**src/rtl/rv_mem_pkg.sv**
```systemverilog
`default_nettype none
// ---------------------------------------------------------------------------
// Module : rv_mem_pkg
// Brief  : Shared RV32I data-memory encodings, LSU state type and helpers.
// Rev    : 1.0 - initial release
// ---------------------------------------------------------------------------
package rv_mem_pkg;

  localparam int unsigned DATA_W = 32;

  localparam logic [2:0] F3_B  = 3'b000;
  localparam logic [2:0] F3_H  = 3'b001;
  localparam logic [2:0] F3_W  = 3'b010;
  localparam logic [2:0] F3_BU = 3'b100;
  localparam logic [2:0] F3_HU = 3'b101;

  localparam logic [1:0] WEN_NONE = 2'b00;
  localparam logic [1:0] WEN_B    = 2'b01;
  localparam logic [1:0] WEN_H    = 2'b10;
  localparam logic [1:0] WEN_W    = 2'b11;

  typedef enum logic [2:0] {
    ST_IDLE  = 3'd0,
    ST_STORE = 3'd1,
    ST_LOAD  = 3'd2,
    ST_ERR   = 3'd3,
    ST_RESP  = 3'd4
  } lsu_state_t;

  // Legal width code and natural alignment for that width.
  function automatic logic access_ok(input logic [2:0] funct3, input logic [1:0] addr_lo);
    case (funct3)
      F3_B, F3_BU: return 1'b1;
      F3_H, F3_HU: return (addr_lo[0] == 1'b0);
      F3_W:        return (addr_lo == 2'b00);
      default:     return 1'b0;
    endcase
  endfunction

  // Store width follows funct3[1:0], so the unsigned codes map onto B/H.
  function automatic logic [1:0] wen_for(input logic [2:0] funct3);
    case (funct3[1:0])
      2'b00:   return WEN_B;
      2'b01:   return WEN_H;
      default: return WEN_W;
    endcase
  endfunction

endpackage
`default_nettype wire

```
**src/rtl/load_extender.sv**
```systemverilog
`default_nettype none
// ---------------------------------------------------------------------------
// Module : load_extender
// Brief  : Sign/zero extension of a little-endian load word by RV32I funct3.
// Rev    : 1.0 - initial release
// ---------------------------------------------------------------------------
module load_extender
  import rv_mem_pkg::*;
(
  input  logic [2:0]        funct3,
  input  logic [DATA_W-1:0] rdata,
  output logic [DATA_W-1:0] data
);

  always_comb begin
    data = rdata;
    case (funct3)
      F3_B:    data = {{24{rdata[7]}}, rdata[7:0]};
      F3_BU:   data = {24'd0, rdata[7:0]};
      F3_H:    data = {{16{rdata[15]}}, rdata[15:0]};
      F3_HU:   data = {16'd0, rdata[15:0]};
      default: data = rdata;
    endcase
  end

endmodule
`default_nettype wire

```
**src/rtl/dmem_lsu_initiator.sv**
```systemverilog
`default_nettype none
// ---------------------------------------------------------------------------
// Module : dmem_lsu_initiator
// Brief  : Single-outstanding load/store initiator for the data-memory port.
// Rev    : 1.0 - initial release
// ---------------------------------------------------------------------------
module dmem_lsu_initiator
  import rv_mem_pkg::*;
#(
  parameter int TIMEOUT = 16,
  parameter int XLEN    = 32
) (
  input  logic            clock,
  input  logic            reset_n,
  input  logic            req_valid,
  output logic            req_ready,
  input  logic            req_store,
  input  logic [2:0]      req_funct3,
  input  logic [XLEN-1:0] req_addr,
  input  logic [XLEN-1:0] req_wdata,
  output logic            resp_valid,
  output logic [XLEN-1:0] resp_rdata,
  output logic            resp_err,
  output logic [XLEN-1:0] dmem_addr,
  input  logic [XLEN-1:0] dmem_rdata,
  output logic            dmem_ren,
  input  logic            dmem_rvalid,
  output logic [1:0]      dmem_wen,
  output logic [XLEN-1:0] dmem_wdata
);

  localparam int unsigned c_cnt_w = $clog2(TIMEOUT);

  lsu_state_t         r_state;
  logic [2:0]         r_funct3;
  logic [c_cnt_w-1:0] r_cnt;
  logic [XLEN-1:0]    w_ext;
  logic               w_accept;
  logic               w_cnt_last;

  load_extender u_load_extender (
    .funct3 (r_funct3),
    .rdata  (dmem_rdata),
    .data   (w_ext)
  );

  assign w_accept   = req_valid && req_ready && (r_state == ST_IDLE);
  assign w_cnt_last = (r_cnt == c_cnt_w'(TIMEOUT - 1));

  // Every output is a flop; response and write strobes default low each cycle.
  always_ff @(posedge clock or negedge reset_n) begin
    if (!reset_n) begin
      r_state    <= ST_IDLE;
      r_funct3   <= 3'b000;
      r_cnt      <= '0;
      req_ready  <= 1'b1;
      resp_valid <= 1'b0;
      resp_rdata <= '0;
      resp_err   <= 1'b0;
      dmem_addr  <= '0;
      dmem_ren   <= 1'b0;
      dmem_wen   <= WEN_NONE;
      dmem_wdata <= '0;
    end else begin
      resp_valid <= 1'b0;
      resp_err   <= 1'b0;
      resp_rdata <= '0;
      dmem_wen   <= WEN_NONE;
      case (r_state)
        ST_IDLE: begin
          if (w_accept) begin
            r_funct3   <= req_funct3;
            dmem_addr  <= req_addr;
            dmem_wdata <= req_wdata;
            r_cnt      <= '0;
            req_ready  <= 1'b0;
            if (!access_ok(req_funct3, req_addr[1:0])) begin
              r_state    <= ST_ERR;
              resp_valid <= 1'b1;
              resp_err   <= 1'b1;
            end else if (req_store) begin
              r_state  <= ST_STORE;
              dmem_wen <= wen_for(req_funct3);
            end else begin
              r_state  <= ST_LOAD;
              dmem_ren <= 1'b1;
            end
          end
        end
        ST_STORE: begin
          r_state   <= ST_IDLE;
          req_ready <= 1'b1;
        end
        ST_LOAD: begin
          // Data arriving on the last watchdog cycle still completes normally.
          if (dmem_rvalid) begin
            dmem_ren   <= 1'b0;
            resp_valid <= 1'b1;
            resp_rdata <= w_ext;
            r_state    <= ST_RESP;
          end else if (w_cnt_last) begin
            dmem_ren   <= 1'b0;
            resp_valid <= 1'b1;
            resp_err   <= 1'b1;
            r_state    <= ST_ERR;
          end else begin
            r_cnt <= r_cnt + 1'b1;
          end
        end
        ST_ERR, ST_RESP: begin
          r_state   <= ST_IDLE;
          req_ready <= 1'b1;
        end
        default: begin
          r_state   <= ST_IDLE;
          req_ready <= 1'b1;
          dmem_ren  <= 1'b0;
        end
      endcase
    end
  end

endmodule
`default_nettype wire

```
**config.mk**
```make
export PLATFORM = sky130hd
export DESIGN_NAME = dmem_lsu_initiator
export DESIGN_NICKNAME = d
export VERILOG_FILES = /design/src/rtl/rv_mem_pkg.sv /design/src/rtl/load_extender.sv /design/src/rtl/dmem_lsu_initiator.sv
export SDC_FILE = /design/constraint.sdc
export NUM_CORES = 1
export LEC_CHECK = 0
export ABC_AREA = 1
export ABC_CLOCK_PERIOD_IN_PS = 4100
export CELL_PAD_IN_SITES_DETAIL_PLACEMENT = 0
export CELL_PAD_IN_SITES_GLOBAL_PLACEMENT = 1
export CORE_MARGIN = 2
export CORE_UTILIZATION = 31
export DETAILED_ROUTE_END_ITERATION = 7
export GPL_TIMING_DRIVEN = 0
export PLACE_DENSITY = 0.95
export SKIP_CTS_REPAIR_TIMING = 1
export SYNTH_ARGS = -nofsm -noshare
export SYNTH_HDL_FRONTEND = slang
export SYNTH_SLANG_ARGS = --single-unit
```
**constraint.sdc**
```tcl
create_clock -name clock -period 4.1 [get_ports clock]
set_input_delay 0.82 -clock clock [delete_from_list [all_inputs] [get_ports clock]]
set_output_delay 0.82 -clock clock [all_outputs]
set_load 0.01 [all_outputs]
```
==> flow_summary.toml <==
[setup_path]
crit_chain = "clkdlybuf4s50_1"
crit_family = "buffers and inverters"
max_stage_delay_ns = 0.55
cp.required_ns = 3.28
start_kind = "flip-flop"
worstPathMaxFanout = 3
end_kind = "output pin"
cp_data_arrival_time_ns = 1.44
worstPathBufferInverterCount = 1
crit_path_top_delay_cell = "clkdlybuf4s50_1"
critPathKind = "flip-flop to output pin"

[pwr]
p_leak_nw = 3.35
vdd.ir_drop.worst_uv = 386
power_density_nw_per_um2 = 659
power.total_mw = 4.52

[finish]
area_delta_synth_final_pct = 60.5
nFillCells = 1226
antenna_cells = 0
layout-drive-gt1-share = 0.0565
final_nets = 790
layout_commonest_cell = "nand2_1"
instances_no_fill = 866
mostFrequentLayoutCells = "nand2_1 (233), clkdlybuf4s50_1 (203), dfrtp_1 (111), nor2_1 (45), inv_1 (13)"

[synthesis]
ys_types = 23
synth_area_leader_cell = "dfrtp_1"
yosys.area.top_type_share = 0.650
synth.cell_area_um2 = 4270
synth_area_leaders = "dfrtp_1 (65%), nand2_1 (20%), nor2_1 (4.0%)"
syn_avg_cell_area_um2 = 9.11
syn_nets = 574
ys_seq_area_frac = 0.656
ys_warn_count = 0
ys_seq_elements = 112
syn_inst = 469

[floorplan]
die-area_um2 = 14700
initial_core_util = 0.320
coreArea_um2 = 13300
fp.dieW_um = 121
rows = 42
num_io_pins = 206
die_h_um = 121

[run]
maxCapViolations = 0

[timing]
fin_crit_ns = 2.26
fin_crit_sh = 0.552
fmax_ghz = 0.442
finClkSkew_ns = 0.00514
slew_viol_final = 0
grt_setup_unrepaired = "no"
finalHoldViolCount = 0
worst_slew_pin_slew_ns = 0.736
setup_viol = 0
slew_headroom = 0.509

[cts]
h-tree-depth = 3
cts.sink_count = 112
clk_latency_ns = 0.35
cts.clk_slew.worst_paths_ns = 0.07
cts_buffer_depth = 2
cts_tree = "yes"
cts_buffers = 9
cts_root_buf = "clkbuf_16"

[route]
drtAntennaViolNets = 0
drt-total-wl_mm = 11.7
drt-initial-drc-count = 132
drc = 0
vias = 3772
viasPerCell = 4.36
post_drt_wl_per_cell_um = 13.5
first_pass_iters = 4

[place]
routabilityCongestion = 0.779
numPlacedInstances = 850
dp_hpwl_mm = 8.97
io_buffers = 204

[global_route]
gr-total-overflow = 0
antenna_found_initial = 0
grt_pass1_wl_mm = 18.5
grt.total_usage = 0.161
grt_max_degree = 58
grt_pass1_vias = 3789

[min_path]
min_path_type = "flip-flop to flip-flop"

[outcome]
status = "complete, no violations"
==> per-layer routing <==
| metal | track usage | part of all wire | vias up |
|---|---|---|---|
| met1 | 0.191 | 0.41 | 1749 |
| met3 | 0.0813 | 0.11 | 14 |
| met2 | 0.258 | 0.47 | 143 |
| li1 | - | - | 1866 |
| met4 | 0.0460 | 0.016 | 0 |
| met5 | 0 | 0 | - |
==> synth_stat cells <==
cell,number
nand2_1,233
dfrtp_1,111
nor2_1,45
inv_1,13
o21ai_0,11
a21oi_1,10
buf_2,9
clkbuf_1,7
nand3_1,7
inv_2,3
nand4_1,3
buf_6,2
nand2_2,2
nand3b_1,2
nor2_4,2
xor2_1,2
buf_4,1
dfstp_2,1
ha_1,1
nor2_2,1
nor3_1,1
o21a_1,1
or2_2,1
==> power by group <==
part / leakage (nW) / switching [mW] / total [mW] / internal, mW
combinational: 1.75 / 0.953 / 1.92 / 0.970
sequential: 1.45 / 0.210 / 1.72 / 1.51
clock: 0.145 / 0.389 / 0.879 / 0.490
==> through the flow <==
| step | setup TNS [ns] | setup WS, ns | hold WS (ns) | utilization | cell area, um2 |
|---|---|---|---|---|---|
| after floorplan | 0 | 2.43 | 0.453 | - | 4270 |
| after CTS | 0 | 1.81 | 0.483 | 0.514 | 6860 |
| after global placement | -216.41 | -1.95 | 0.460 | 0.490 | 6540 |
| after global routing | 0 | 1.80 | 0.504 | 0.514 | 6860 |
| final | 0 | 1.84 | 0.478 | 0.514 | 6860 |
| after detailed placement | 0 | 1.68 | 0.464 | 0.491 | 6560 |
==> cell type report <==
| cell class | instances | area (um2) | area share |
|---|---|---|---|
| well taps | 176 | 220 | 0.0321 |
| clock buffers | 11 | 243 | 0.0354 |
| plain buffers | 19 | 101 | 0.0148 |
| clock inverters | 5 | 56.3 | 0.00821 |
| multi-input cells | 322 | 1310 | 0.191 |
| flip-flops and latches | 112 | 2800 | 0.409 |
| inverters | 16 | 60.1 | 0.00876 |
| repair buffers | 205 | 2070 | 0.301 |
==> logic make-up (layout without fill, tap and decap cells) <==
kind of cell             after synthesis  after routing  share of synthesized area
XOR/XNOR                               2              2                    0.00410
buffers and inverters                 35            256                     0.0378
adder cells (fa/ha/maj)                1              1                    0.00293
AND/OR/NAND/NOR                      297            297                      0.273
flip-flops                           112            112                      0.656
AO/OA/AOI/OAI                         22             22                     0.0264
==> final timing paths <==
check                      slack [ns]    startpoint  depth (start not counted)       endpoint
setup reg to reg                 2.45    r_state[0]                          8    dmem_wen[1]
setup / recovery                 1.84     req_ready                          1      req_ready
hold reg to reg                  0.48  dmem_addr[0]                          2   dmem_addr[0]
max in group asynchronous        2.79       reset_n                          2      req_ready
hold / removal                   0.48  dmem_addr[0]                          2   dmem_addr[0]
min in group asynchronous        0.53       reset_n                          1  dmem_addr[25]
==> state kept, by name, summed over array words and instances, names as in the netlist, 2 cells and up <==
register,cells
r_cnt,4
resp_rdata,32
r_funct3,3
r_state,3
dmem_wen,2
dmem_wdata,32
dmem_addr,32
Power figures use the tool's default switching activity.
==> variant, RTL diff (config.mk and constraints unchanged) <==
`TIMEOUT`: 16 -> 8.
--- a/src/rtl/dmem_lsu_initiator.sv
+++ b/src/rtl/dmem_lsu_initiator.sv
@@ -7,7 +7,7 @@
 module dmem_lsu_initiator
   import rv_mem_pkg::*;
 #(
-  parameter int TIMEOUT = 16,
+  parameter int TIMEOUT = 8,
   parameter int XLEN    = 32
 ) (
   input  logic            clock,
Behaviour: not the same (Yosys sat finds a counterexample within 10 cycles, from zero or initial values and one cycle with reset_n low).
==> variant against the original RTL <==
Non-clock buffer count is 2 lower. Area after synthesis is 0.32% higher. Wire length is 1.8% lower. Setup slack better by 0.0051 ns. Final area rose by 0.62%. Total power about the same. Global-route usage decreased by 0.27 points. Sequential cell count fell by 1. Utilization is 0.32 points higher. Largest power group unchanged. Highest routed layer unchanged.
==> variant: results <==
{
  "status": "finished clean",
  "grt_pass1_vias": 3901,
  "clk_latency_ns": 0.34,
  "antenna_cells": 0,
  "worstReg2RegStart": "r_state[0]$_DFFE_PN0P_",
  "antenna_found_initial": 0,
  "min_from": "dmem_addr[19]$_DFFE_PN0P_",
  "routed_wl_um": 11500,
  "reg2reg_slack_ns": 2.43,
  "skew_ns": 0.00785,
  "whs_ns": 0.478,
  "holdPathEnd": "dmem_addr[19]$_DFFE_PN0P_",
  "grt_pass1_wl_um": 18500,
  "synth_top_flop_cell": "dfrtp_1",
  "hold_class": "register to register",
  "grt_max_degree": 62,
  "tightest_slew_ns": 0.669,
  "yosys_warnings": 0,
  "h-tree-depth": 3,
  "syn_nets": 565,
  "cts_buffers": 9,
  "crit_path_max_fanout": 4,
  "critPathTopFamily": "flip-flops",
  "portBuffers": 204,
  "cpPeakStageDelay_ns": 0.56,
  "first_iter_violations": 211,
  "largestRegisters": "dmem_addr: 32 flops, dmem_wdata: 32 flops, resp_rdata: 32 flops",
  "layout-drive-gt1-share": 0.0781,
  "grt_usage": 0.159,
  "nets": 781,
  "synth_area_leaders": "dfrtp_1 (64%), nand2_1 (20%), nor2_1 (3.7%)",
  "reg2reg_to": "dmem_wdata[6]$_DFFE_PN0P_",
  "cts-root-buf": "clkbuf_16",
  "synthTopCellsByCount": "nand2_1 (224), dfrtp_1 (110), nor2_1 (42), a21oi_1 (12), nand3_1 (10)",
  "vias_per_cell": 4.41,
  "cp.arrival_ns": 1.44,
  "dp_hpwl_um": 8790,
  "gp_congestion": 0.781,
  "cts_buffer_depth": 2,
  "ys_seq_area_frac": 0.648,
  "slowest_stage": "dfstp_2",
  "reg2reg_depth": 7,
  "whs_path_depth": 2,
  "p_leak_uw": 0.00336,
  "firstDrtPassIters": 4,
  "async_reset_ff_frac": 1.00,
  "cts.clk_slew.worst_paths_ns": 0.07,
  "peakVddDrop_mv": 0.275,
  "synthDistinctLibCells": 25
}
[variant: cell count changes after synthesis, sizes merged, moves of 2 or more]
| cell | before | now |
|---|---|---|
| inv | 16 | 14 |
| clkbuf | 7 | 5 |
| nand4 | 3 | 1 |
| nor2 | 48 | 55 |
| nand3b | 2 | 0 |
| nand3 | 7 | 10 |
| a21oi | 10 | 12 |
| nand2 | 235 | 226 |
| o21ai | 11 | 8 |
| xor2 | 2 | 0 |
[variant: worst max path at each step]
stage,slack [ns],to,from
detailed placement,1.65,dmem_wdata[6]$_DFFE_PN0P_,req_valid
CTS,1.82,req_ready,req_ready$_DFFE_PN1P_
global placement,-1.91,dmem_wdata[2]$_DFFE_PN0P_,reset_n
floorplan,2.46,resp_rdata[23]$_DFF_PN0_,dmem_rvalid
global route,1.80,req_ready,req_ready$_DFFE_PN1P_
finish,1.84,req_ready,req_ready$_DFFE_PN1P_
[variant: kinds of logic (layout without fill, tap and decap cells)]
logic type / after synthesis / count (layout) / synth area share
flops: 111 / 111 / 0.648
simple gates: 293 / 293 / 0.282
fa+ha+maj: 2 / 2 / 0.00584
buf+inv: 32 / 252 / 0.0359
compound gates: 21 / 21 / 0.0277
[variant: stage by stage]
stage,worst slack (ns),std cells,cell area (µm²)
floorplan,2.46,459,4290
global placement,-1.91,839,6550
detailed placement,1.65,840,6570
CTS,1.82,855,6900
global route,1.80,855,6900
finish,1.84,855,6900
[variant: layout make-up]
class	count	area [µm²]
clock buffer	11	233
sequential	111	2780
timing repair buffer	205	2070
inverter	15	60.1
tap	176	220
fill	1198	6450
multi-input combinational	316	1350
buffer	17	93.8
clock inverter	4	95.1
[variant: power breakdown]
group          internal (µW)  leakage [µW]  switching (µW)
logic                    944       0.00176             934
clock network            594      0.000160             376
registers               1480       0.00144             200
total                   3010       0.00336            1510
[variant: metal layers]
metal | vias to the layer above | wire, µm | global-route usage
met2 | 150 | 5590 | 0.264
met3 | 14 | 1190 | 0.0609
li1 | 1835 | - | -
met1 | 1769 | 4510 | 0.184
met5 | - | 0 | 0
met4 | 0 | 206 | 0.0639
